==> src/rtl/alu_pkg.sv <==
// -----------------------------------------------------------------------------
// alu_pkg
// Shared definitions for the bit-serial ALU controller and the full-width ALU
// decoder: opcode encodings, the sequencing FSM state type, and a small helper
// that identifies the arithmetic opcodes.
// No ports (package).
// -----------------------------------------------------------------------------
package alu_pkg;

    localparam logic [2:0] ALU_PASSB = 3'b000;
    localparam logic [2:0] ALU_ADD   = 3'b010;
    localparam logic [2:0] ALU_SUB   = 3'b011;
    localparam logic [2:0] ALU_AND   = 3'b100;
    localparam logic [2:0] ALU_OR    = 3'b101;
    localparam logic [2:0] ALU_XOR   = 3'b110;

    typedef enum logic [1:0] {
        IDLE = 2'd0,
        RUN  = 2'd1,
        DONE = 2'd2
    } aluState_e;

    // Only add and subtract produce meaningful carry and overflow flags.
    function automatic logic isArith(input logic [2:0] op);
        return (op == ALU_ADD) || (op == ALU_SUB);
    endfunction

endpackage

==> src/rtl/ALU_1bit.sv <==
// -----------------------------------------------------------------------------
// ALU_1bit
// One-bit ALU cell. Computes a single result bit and carry for the selected
// opcode. Subtraction is realised as a + ~b + cin, so the caller seeds cin=1
// for the LSB of a subtract.
// Ports:
//   a, b  in   operand bits
//   cin   in   carry into this bit
//   ctrl  in   opcode (alu_pkg encodings; unlisted codes give out=0)
//   out   out  result bit
//   cout  out  carry out of this bit (0 for non-arithmetic opcodes)
// -----------------------------------------------------------------------------
module ALU_1bit
    import alu_pkg::*;
(
    input  logic       a,
    input  logic       b,
    input  logic       cin,
    input  logic [2:0] ctrl,
    output logic       out,
    output logic       cout
);

    logic bEff;

    // Subtract inverts B so the same full adder serves both arithmetic ops.
    always_comb begin
        bEff = b ^ (ctrl == ALU_SUB);
        out  = 1'b0;
        cout = 1'b0;
        case (ctrl)
            ALU_PASSB: out = b;
            ALU_ADD,
            ALU_SUB: begin
                out  = a ^ bEff ^ cin;
                cout = (a & bEff) | (a & cin) | (bEff & cin);
            end
            ALU_AND:   out = a & b;
            ALU_OR:    out = a | b;
            ALU_XOR:   out = a ^ b;
            default:   out = 1'b0;
        endcase
    end

endmodule

==> src/rtl/bit_serial_alu_ctrl.sv <==
// -----------------------------------------------------------------------------
// bit_serial_alu_ctrl
// Runs WIDTH-bit ALU operations through a single ALU_1bit cell, one bit per
// clock, LSB first. Operands are captured through a valid/ready handshake,
// the inter-bit carry lives in a flop, and the finished result plus N/Z/V/C
// flags are presented through a second valid/ready handshake.
// Ports:
//   clk        in   rising-edge clock
//   reset      in   asynchronous active-high reset
//   in_valid   in   operation request
//   in_ready   out  controller can accept (IDLE only)
//   a, b       in   WIDTH-bit operands
//   ctrl       in   3-bit opcode (alu_pkg encodings)
//   out_valid  out  result and flags valid (DONE)
//   out_ready  in   consumer accepts result
//   result     out  WIDTH-bit result
//   negative   out  result MSB
//   zero       out  result == 0
//   overflow   out  signed overflow (add/sub only)
//   carry_out  out  carry from MSB (add/sub only; sub: 1 = no borrow)
// -----------------------------------------------------------------------------
module bit_serial_alu_ctrl
    import alu_pkg::*;
#(
    parameter int WIDTH = 64
) (
    input  logic             clk,
    input  logic             reset,
    input  logic             in_valid,
    output logic             in_ready,
    input  logic [WIDTH-1:0] a,
    input  logic [WIDTH-1:0] b,
    input  logic [2:0]       ctrl,
    output logic             out_valid,
    input  logic             out_ready,
    output logic [WIDTH-1:0] result,
    output logic             negative,
    output logic             zero,
    output logic             overflow,
    output logic             carry_out
);

    localparam int CW = $clog2(WIDTH);
    localparam logic [CW-1:0] LAST_BIT = CW'(WIDTH - 1);

    aluState_e        state_q;
    logic             inReady_q;
    logic             outValid_q;
    logic [WIDTH-1:0] aSh_q;
    logic [WIDTH-1:0] bSh_q;
    logic [WIDTH-2:0] resSh_q;
    logic [WIDTH-1:0] result_q;
    logic [2:0]       ctrl_q;
    logic             carry_q;
    logic [CW-1:0]    cnt_q;
    logic             zeroAcc_q;
    logic             negative_q;
    logic             zero_q;
    logic             overflow_q;
    logic             carryOut_q;

    logic             cellOut;
    logic             cellCout;
    logic [WIDTH-1:0] result_d;

    ALU_1bit uCell (
        .a    (aSh_q[0]),
        .b    (bSh_q[0]),
        .cin  (carry_q),
        .ctrl (ctrl_q),
        .out  (cellOut),
        .cout (cellCout)
    );

    // The partial result is kept internal; the cell bit enters at the MSB so
    // after WIDTH shifts the LSB-first stream lands in natural order.
    assign result_d = {cellOut, resSh_q};

    always_ff @(posedge clk or posedge reset) begin
        if (reset) begin
            state_q    <= IDLE;
            inReady_q  <= 1'b1;
            outValid_q <= 1'b0;
            aSh_q      <= '0;
            bSh_q      <= '0;
            resSh_q    <= '0;
            result_q   <= '0;
            ctrl_q     <= ALU_PASSB;
            carry_q    <= 1'b0;
            cnt_q      <= '0;
            zeroAcc_q  <= 1'b0;
            negative_q <= 1'b0;
            zero_q     <= 1'b0;
            overflow_q <= 1'b0;
            carryOut_q <= 1'b0;
        end else begin
            case (state_q)
                IDLE: begin
                    if (in_valid) begin
                        aSh_q     <= a;
                        bSh_q     <= b;
                        ctrl_q    <= ctrl;
                        // Subtract is a + ~b + 1: the +1 enters as LSB carry.
                        carry_q   <= (ctrl == ALU_SUB);
                        cnt_q     <= '0;
                        zeroAcc_q <= 1'b1;
                        inReady_q <= 1'b0;
                        state_q   <= RUN;
                    end
                end
                RUN: begin
                    aSh_q     <= aSh_q >> 1;
                    bSh_q     <= bSh_q >> 1;
                    resSh_q   <= result_d[WIDTH-1:1];
                    carry_q   <= cellCout;
                    zeroAcc_q <= zeroAcc_q & ~cellOut;
                    cnt_q     <= cnt_q + 1'b1;
                    if (cnt_q == LAST_BIT) begin
                        // Results become visible only once complete.
                        cnt_q      <= '0;
                        result_q   <= result_d;
                        negative_q <= cellOut;
                        zero_q     <= zeroAcc_q & ~cellOut;
                        // Signed overflow: carry into MSB differs from carry out.
                        if (isArith(ctrl_q)) begin
                            carryOut_q <= cellCout;
                            overflow_q <= carry_q ^ cellCout;
                        end else begin
                            carryOut_q <= 1'b0;
                            overflow_q <= 1'b0;
                        end
                        outValid_q <= 1'b1;
                        state_q    <= DONE;
                    end
                end
                DONE: begin
                    if (out_ready) begin
                        outValid_q <= 1'b0;
                        inReady_q  <= 1'b1;
                        state_q    <= IDLE;
                    end
                end
                default: begin
                    outValid_q <= 1'b0;
                    inReady_q  <= 1'b1;
                    state_q    <= IDLE;
                end
            endcase
        end
    end

    assign in_ready  = inReady_q;
    assign out_valid = outValid_q;
    assign result    = result_q;
    assign negative  = negative_q;
    assign zero      = zero_q;
    assign overflow  = overflow_q;
    assign carry_out = carryOut_q;

endmodule

==> config.mk <==
export PLATFORM = sky130hd
export DESIGN_NAME = bit_serial_alu_ctrl
export DESIGN_NICKNAME = d
export VERILOG_FILES = /design/src/rtl/alu_pkg.sv /design/src/rtl/ALU_1bit.sv /design/src/rtl/bit_serial_alu_ctrl.sv
export SDC_FILE = /design/constraint.sdc
export NUM_CORES = 1
export LEC_CHECK = 0
export ABC_AREA = 1
export BUFFER_PORTS_ARGS = -buffer_cell sky130_fd_sc_hd__buf_2
export CAP_MARGIN = 5
export CORE_UTILIZATION = 24
export CTS_CLUSTER_DIAMETER = 40
export DETAILED_ROUTE_END_ITERATION = 12
export GPL_ROUTABILITY_DRIVEN = 0
export PLACE_DENSITY = 0.39
export REMOVE_ABC_BUFFERS = 1
export SKIP_CTS_REPAIR_TIMING = 1
export SLEW_MARGIN = 10
export SYNTH_ARGS = -nofsm -noshare
export SYNTH_HDL_FRONTEND = slang
export SYNTH_SLANG_ARGS = --single-unit
==> constraint.sdc <==
create_clock -name clk -period 7.9 [get_ports clk]
set_input_delay 0.79 -clock clk [delete_from_list [all_inputs] [get_ports clk]]
set_output_delay 0.79 -clock clk [all_outputs]
set_load 0.01 [all_outputs]
==> out/qor.txt, run 1 <==
Status -> completed
Worst path cell trace -> inv_2, nand3_4, nand2_2, inv_4, buf_4, a21oi_1
Cell Pwr Density -> 418 nW/µm²
Critical Path AT -> 3.09 ns
Post-DP Area -> 12500 µm²
Worst Setup SP -> state_q[1]$_DFFE_PP0P_
Avg Inst Size Synth -> 9.23 µm²
DP HPWL -> 17.9 mm
Multi-input logic area -> 3270 µm²
Drt initial violations -> 591
DR vias -> 8798
Crit Path Class -> flip-flop to flip-flop
Initial antenna violation count -> 31
Max Cap Viol -> 0
Setup crit end -> bSh_q[53]$_DFFE_PP0P_
Row count -> 78
Largest stage delay, worst path -> 0.84 ns
Rel. slew slack -> 0.265
Hold_ws -> 0.312 ns
Max frequency -> 373 MHz
Largest family of logic cells by synthesized area -> compound AO/OA/AOI/OAI gates
RR Startpoint -> state_q[1]$_DFFE_PP0P_
CP endpoint kind -> flip-flop
Post-synthesis mux area share -> 0
R2r endpoint -> bSh_q[53]$_DFFE_PP0P_
Synth Area in XOR/XNOR -> 0.00238
Net Sw Frac -> 0.316
R2R depth -> 6
RSZ-0062 raised after global routing -> false
Gate Count Post-Synth -> 1195
Worst skew pair latency -> 0.58 ns
Int Pwr -> 4.18 mW
Fin crit period -> 2.68 ns
VDD IR-drop max -> 0.189 mV
TritonCTS clock tree -> built
Top-Level Pins -> 205
H-Tree Depth -> 2
Core Util, Final -> 0.323
Starting density of the core -> 0.243
Height of the die -> 216 µm
Setup TNS -> 0 ns
DP Worst Slack -> 4.75 ns
YS warnings -> 0
Die width -> 216 µm
CTS sink count -> 273
Final slew viol count -> 0
First-pass GRT wire length -> 49.1 mm
FF-to-FF setup slack -> 5.22 ns
Layout cell share with drive strength beyond 1 -> 0.227
Clock-pin transition on the worst setup and hold timing paths -> 0.05 ns
Combinational share of power -> 0.227
Flops & latches, synth -> 273
WL/cell -> 14.7 µm
Worst Setup Start Kind -> flip-flop
Largest net degree at the start of global routing -> 97
Final Hold Violating Endpoints -> 0
Number of global-route vias before repair -> 9142
Clock Tree Buf Depth -> 3
Post-synthesis compound-gate area fraction -> 0.144
Slew @ Worst Pin -> 1.10 ns
Fin area -> 14700 µm²
Post-synthesis sequential area ratio -> 0.620
Clock skew -> 0.0127 ns
Core Footprint -> 45400 µm²
Die ar. -> 46800 µm²
Final WS setup -> 5.22 ns
Simple logic cell fraction of the synthesized area -> 0.143
DRT Pass-1 Iters -> 5
Worst EP required -> 8.31 ns
Gr ovfl total -> 0
DRC Markers -> 0
Final Cycle Share -> 0.340
CTS root buf -> clkbuf_16
Sequential share of power -> 0.354
Yosys cell types -> 28
Leakage -> 7.76 nW
Commonest non-fill, non-tap cell in the layout -> nand2_1
Net Switching -> 1.94 mW
Filler cells -> 4783
Detailed Route WL -> 30.3 mm
Num CTS Buffers -> 57
Commonest non-fill, non-tap cells in the layout -> 389 x nand2_1, 272 x dfrtp_1, 204 x buf_2
Mapped cell area -> 11000 µm²
CP delay by family, top -> buffers and inverters
Hold crit path type -> input pin to asynchronous set/reset pin
Sequential cell area -> 6830 µm²
Slowest-stage cell, CP -> buf_4
Layout net count -> 1537
Critical Path Stages -> 6
Count of input and output buffers -> 204
Critical path peak fanout -> 96
Crit path buf inv count -> 3
Post-Synth Adder-Cell Area -> 0.00522
Total track usage -> 0.132
Routed Antenna Nets -> 0
Final setup viols -> 0
Via/cell ratio -> 4.27
Clock share of power -> 0.418
Synth-to-layout area growth -> 32.9%
[state kept, by name, indices dropped and copies added, names as in the netlist]
| signal | count |
|---|---|
| negative | 1 |
| aSh_q | 64 |
| overflow | 1 |
| in_ready | 1 |
| result | 63 |
| cnt_q | 6 |
| bSh_q | 64 |
| ctrl_q | 3 |
| carry_out | 1 |
| state_q | 2 |
| zero | 1 |
| carry_q | 1 |
| zeroAcc_q | 1 |
| out_valid | 1 |
| resSh_q | 63 |
[power by group through the flow]
stage	Sequential, mW	Combinational (mW)	Clock [mW]
final	2.17	1.39	2.56
after floorplan	2.13	1.04	0
after global routing	2.23	1.62	2.70
after detailed placement	2.19	1.43	0
after global placement	2.19	1.39	0
after CTS	2.17	1.43	2.64
[cell type report]
type	count	area share
Inverter	151	0.0397
Timing Repair Buffer	214	0.0748
Multi-Input combinational cell	701	0.223
Clock inverter	35	0.0319
Tap cell	600	0.0512
Sequential cell	273	0.466
Clock buffer	73	0.111
Antenna cell	14	0.00239
[logic make-up after synthesis]
group | count (synthesis)
compound gates | 284
xor+xnor | 3
fa+ha+maj | 4
buf+inv | 221
flops | 273
simple gates | 410
[routing by layer]
metal	global-route usage	routed length, µm	vias to the layer above
met2	0.190	12800	230
met4	0.0390	625	36
met1	0.167	13600	4123
met5	0	248	-
met3	0.0716	3040	83
li1	-	-	4326
[worst min-delay path by stage]
stage                                 startpoint                     end  slack [ns]
after global placement     result[9]$_DFFE_PP0P_   result[9]$_DFFE_PP0P_        0.46
after CTS                                  reset   bSh_q[43]$_DFFE_PP0P_        0.33
final                                      reset   bSh_q[43]$_DFFE_PP0P_        0.31
after global routing                       reset   aSh_q[36]$_DFFE_PP0P_        0.36
after floorplan           resSh_q[0]$_DFFE_PP0P_  resSh_q[0]$_DFFE_PP0P_        0.44
after detailed placement  resSh_q[0]$_DFFE_PP0P_   result[0]$_DFFE_PP0P_        0.46
[synth_stat cells, drive strengths merged]
cell type | n | area [µm²]
nand2 | 390 | 1470
dfrtp | 272 | 6810
inv | 151 | 569
a21oi | 131 | 656
o22ai | 127 | 795
buf | 54 | 315
o21ai | 22 | 110
clkbuf | 16 | 60.1
nand3 | 12 | 65.1
nor2 | 8 | 40.0
ha | 3 | 37.5
a22o | 2 | 17.5
xor2 | 2 | 17.5
dfstp | 1 | 26.3
fa | 1 | 20.0
o211ai | 1 | 7.51
o31ai | 1 | 7.51
xnor2 | 1 | 8.76
[per-stage QoR]
stage,total power [mW],std cells
after floorplan,3.17,1125
after global placement,3.58,1939
after global routing,6.56,2051
final,6.12,2061
after detailed placement,3.61,1939
after CTS,6.24,2047
(Power assumes the default switching activity.)
==> run 2, diff against run 1 <==
- clock period: 7.9 -> 2.2 ns (I/O delays scaled with it)
==> out/qor.txt, run 2 (synthesis results as in run 1) <==
WL/cell -> 13.9 µm
Initial antenna violation count -> 2
Max frequency -> 587 MHz
RSZ-0062 raised after global routing -> false
Rel. slew slack -> 0.515
Die ar. -> 46800 µm²
Multi-input logic area -> 3270 µm²
Die width -> 216 µm
Post-DP Area -> 12700 µm²
Row count -> 78
Hold path cells -> 4
CTS sink count -> 273
Clock-pin transition on the worst setup and hold timing paths -> 0.05 ns
FF-to-FF setup slack -> 0.50 ns
Fin area -> 16200 µm²
Count of input and output buffers -> 204
Total track usage -> 0.130
Clock Tree Buf Depth -> 3
Max Cap Viol -> 0
VDD IR-drop max -> 0.606 mV
Filler cells -> 4699
Num CTS Buffers -> 59
CP endpoint kind -> flip-flop
Layout cell share with drive strength beyond 1 -> 0.214
H-Tree Depth -> 2
Hold crit path type -> input pin to flip-flop
Worst Setup Start Kind -> flip-flop
Critical Path AT -> 2.15 ns
Height of the die -> 216 µm
DP HPWL -> 18.1 mm
Final Cycle Share -> 0.774
Largest stage delay, worst path -> 0.50 ns
Fin crit period -> 1.70 ns
Slowest-stage cell, CP -> fa_1
Top flop regs -> aSh_q x64, bSh_q x64
Worst path cell trace -> inv_1, nand3_1, xor2_1, inv_1, fa_1, nand2_1, nand2_1, a21oi_1
R2R depth -> 8
Sequential cell area -> 6830 µm²
Critical path peak fanout -> 4
Number of global-route vias before repair -> 9073
CTS root buf -> clkbuf_16
Starting density of the core -> 0.243
Status -> completed
Largest net degree at the start of global routing -> 110
Worst skew pair latency -> 0.60 ns
Routed Antenna Nets -> 0
Detailed Route WL -> 30.5 mm
Final Power -> 22.7 mW
Drt initial violations -> 570
DRT Pass-1 Iters -> 4
Slew @ Worst Pin -> 0.727 ns
DR vias -> 9250
Layout net count -> 1681
DRC Markers -> 0
Via/cell ratio -> 4.22
Synth-to-layout area growth -> 47.3%
Gr ovfl total -> 0
Cell Pwr Density -> 1400 nW/µm²
Commonest non-fill, non-tap cell in the layout -> nand2_1
Core Footprint -> 45400 µm²
First-pass GRT wire length -> 48.8 mm
Final slew viol count -> 0
Final Hold Violating Endpoints -> 0
Final setup viols -> 0
TritonCTS clock tree -> built
Worst EP required -> 2.64 ns
Top-Level Pins -> 205
Clock skew -> 0.0192 ns
Leakage -> 8.43 nW
Crit Path Class -> flip-flop to flip-flop
Commonest non-fill, non-tap cells in the layout -> 389 x nand2_1, 272 x dfrtp_1, 204 x buf_2
## run 2: changes by cell type in the layout (fill, tap and decap cells not counted), sizes merged, moves of 3 or more
cell | previous run | this run
clkbuf | 73 | 69
clkinv | 12 | 16
bufinv | 9 | 12
diode | 14 | 1
dlygate4sd3 | 0 | 133
buf | 214 | 223
## run 2: critical path: cells and delay by family (launching register included)
family / cells / cell delay (ns)
adders and majority gates: 1 / 0.50
DFF: 1 / 0.39
xor gates and xnor gates: 1 / 0.14
buffers and inverters: 2 / 0.16
AOI/OAI and AO/OA: 1 / 0.08
and+or+nand+nor: 3 / 0.29
## run 2: through the flow
| step | util | cells | setup WS (ns) | TNS [ns] | hold slack (ns) |
|---|---|---|---|---|---|
| floorplan | - | 1125 | -5.54 | -1892.20 | 0.306 |
| global placement | 0.281 | 1948 | 0.495 | 0 | 0.338 |
| detailed placement | 0.281 | 1948 | 0.490 | 0 | 0.336 |
| CTS | 0.328 | 2058 | 0.486 | 0 | -0.295 |
| global route | 0.358 | 2192 | 0.308 | 0 | 0.0897 |
| finish | 0.358 | 2192 | 0.497 | 0 | 0.0852 |
## run 2: final timing paths
kind,end,from
max reg2reg,zeroAcc_q$_DFFE_PP0P_,ctrl_q[2]$_DFFE_PP0P_
min,cnt_q[3]$_DFFE_PP0P_,in_valid
min reg2reg,result[8]$_DFFE_PP0P_,result[8]$_DFFE_PP0P_
min in group asynchronous,bSh_q[33]$_DFFE_PP0P_,reset
max in group asynchronous,resSh_q[46]$_DFFE_PP0P_,reset
max,zeroAcc_q$_DFFE_PP0P_,ctrl_q[2]$_DFFE_PP0P_
## run 2: final cells by class
cell class                      count  share of cell area
Clock buffer                       69              0.0976
Tap cell                          600              0.0462
Antenna cell                        1            0.000154
Inverter                          151              0.0358
Multi-Input combinational cell    701               0.201
Sequential cell                   273               0.421
Clock inverter                     41              0.0359
Timing Repair Buffer              356               0.162
## run 2: power breakdown
group	leakage (nW)	switching, mW	internal, mW
Sequential	3.43	1.03	6.78
Clock	1.04	3.03	6.57
Combinational	3.95	3.08	2.25
## run 2: layer usage
metal,global-route usage,wire length (µm),vias up
met1,0.176,14900,4372
met5,0,10,-
li1,-,-,4582
met4,0.0502,812,2
met2,0.185,12900,231
met3,0.0508,1830,63
==> run 3, diff against run 2 <==
- PLACE_DENSITY: 0.39 -> 0.38
- clock period: 2.2 -> 1.65 ns (I/O delays scaled with it)
==> out/qor.txt, run 3 (synthesis results as in run 1) <==
Die width -> 216 µm
Commonest non-fill, non-tap cells in the layout -> 387 x nand2_1, 272 x dfrtp_1, 204 x buf_2
Setup TNS -> 0 ns
Core Util, Final -> 0.357
Final setup viols -> 0
Critical path peak fanout -> 11
Initial antenna violation count -> 5
DR vias -> 9333
Slowest-stage cell, CP -> dfrtp_1
Height of the die -> 216 µm
DRT Pass-1 Iters -> 4
Multi-input logic area -> 3280 µm²
Worst EP required -> 2.15 ns
Leakage -> 8.43 nW
DRC Markers -> 0
Total track usage -> 0.133
Routed Antenna Nets -> 0
Commonest non-fill, non-tap cell in the layout -> nand2_1
H-Tree Depth -> 2
Max frequency -> 647 MHz
TritonCTS clock tree -> built
Global-route track usage on met2 -> 0.196
Hold crit path type -> input pin to flip-flop
Number of global-route vias before repair -> 9196
Core Footprint -> 45400 µm²
Final slew viol count -> 0
WL/cell -> 14.5 µm
Num CTS Buffers -> 54
Starting density of the core -> 0.243
Rel. slew slack -> 0.689
Clock-pin transition on the worst setup and hold timing paths -> 0.05 ns
Count of input and output buffers -> 204
CTS root buf -> clkbuf_16
Critical Path AT -> 2.05 ns
Largest stage delay, worst path -> 0.37 ns
Final Hold Violating Endpoints -> 0
Sequential cell area -> 6830 µm²
Met1 layer usage reported by global route -> 0.171
Slew @ Worst Pin -> 0.466 ns
GR peak layer -> met2
Cell Pwr Density -> 1810 nW/µm²
Filler cells -> 4766
Synth-to-layout area growth -> 47.0%
Crit Path Class -> flip-flop to flip-flop
Top flop regs -> aSh_q x64, bSh_q x64
Clock Tree Buf Depth -> 3
Layout cell share with drive strength beyond 1 -> 0.219
Top-Level Pins -> 205
Gr ovfl total -> 0
Worst path cell trace -> ha_1, nand2_1, nor2_4, nand3_4, inv_4, buf_4, nand2_1, o21ai_1
Max Cap Viol -> 0
Status -> completed
VDD IR-drop max -> 0.752 mV
Die ar. -> 46800 µm²
Row count -> 78
GR Util met3 -> 0.0577
Worst Setup Start Kind -> flip-flop
Clock skew -> 0.0166 ns
Via/cell ratio -> 4.24
Largest net degree at the start of global routing -> 129
Layout net count -> 1693
DP HPWL -> 18.8 mm
Detailed Route WL -> 31.8 mm
First-pass GRT wire length -> 49.8 mm
CTS sink count -> 273
Critical path's most frequent cell -> nand2_1
Fin crit period -> 1.55 ns
Final Cycle Share -> 0.937
Worst skew pair latency -> 0.58 ns
CP endpoint kind -> flip-flop
Drt initial violations -> 526
## run 3: changes by cell type in the layout (fill, tap and decap cells not counted), moves of 3 or more
cell	change
buf_4	+10
bufinv_16	-4
buf_12	+3
clkbuf_16	-3
clkinv_4	-3
diode_2	+3
inv_6	-3
## run 3: final cells by class
cell class / count / share of cell area
antenna: 4 / 0.000617
clock buffer: 66 / 0.0918
clock inverter: 32 / 0.0251
inverter: 151 / 0.0360
multi-input combinational: 701 / 0.203
sequential: 273 / 0.421
tap: 600 / 0.0463
timing repair buffer: 373 / 0.176
## run 3: metal layers
layer / up-vias / routed length [µm] / share of wire
li1: 4607 / - / -
met1: 4436 / 15500 / 0.49
met2: 237 / 13800 / 0.43
met3: 51 / 1850 / 0.058
met4: 2 / 675 / 0.021
met5: - / 10 / 0.00031
## run 3: through the flow
stage               cells  hold slack [ns]  setup slack (ns)  cell area (µm²)  power [mW]
finish               2200           0.0618             0.104            16200        29.3
global placement     1962            0.257            0.0206            12900        17.5
detailed placement   1962            0.255           0.00316            12900        17.7
CTS                  2060           -0.370           -0.0122            14800        29.3
global route         2200           0.0741           -0.0209            16200        31.4
floorplan            1125            0.251             -6.04            10700        15.2
## run 3: where the power goes
part           total, mW  internal (mW)  switching [mW]  leakage (nW)
clock network       11.3           7.63            3.71         0.912
logic               7.49           3.23            4.26          4.08
registers           10.4           9.04            1.40          3.43
total               29.3           19.9            9.37          8.43
## run 3: final timing paths
kind	startpoint	to	slack, ns	cells after the start
min	in_valid	cnt_q[3]$_DFFE_PP0P_	0.06	4
max in group asynchronous	reset	cnt_q[2]$_DFFE_PP0P_	0.82	4
max	cnt_q[0]$_DFFE_PP0P_	zero$_DFFE_PP0P_	0.10	8
min in group asynchronous	reset	resSh_q[8]$_DFFE_PP0P_	0.20	3
min reg2reg	resSh_q[0]$_DFFE_PP0P_	result[0]$_DFFE_PP0P_	0.47	2
max reg2reg	cnt_q[0]$_DFFE_PP0P_	zero$_DFFE_PP0P_	0.10	8
## run 3: critical path, delay by kind of cell, from the launching register on
| kind | cells | cell delay, ns |
|---|---|---|
| and+or+nand+nor | 4 | 0.44 |
| DFF | 1 | 0.37 |
| buffers and inverters | 2 | 0.32 |
| adders and majority gates | 1 | 0.19 |
| AOI/OAI and AO/OA | 1 | 0.13 |
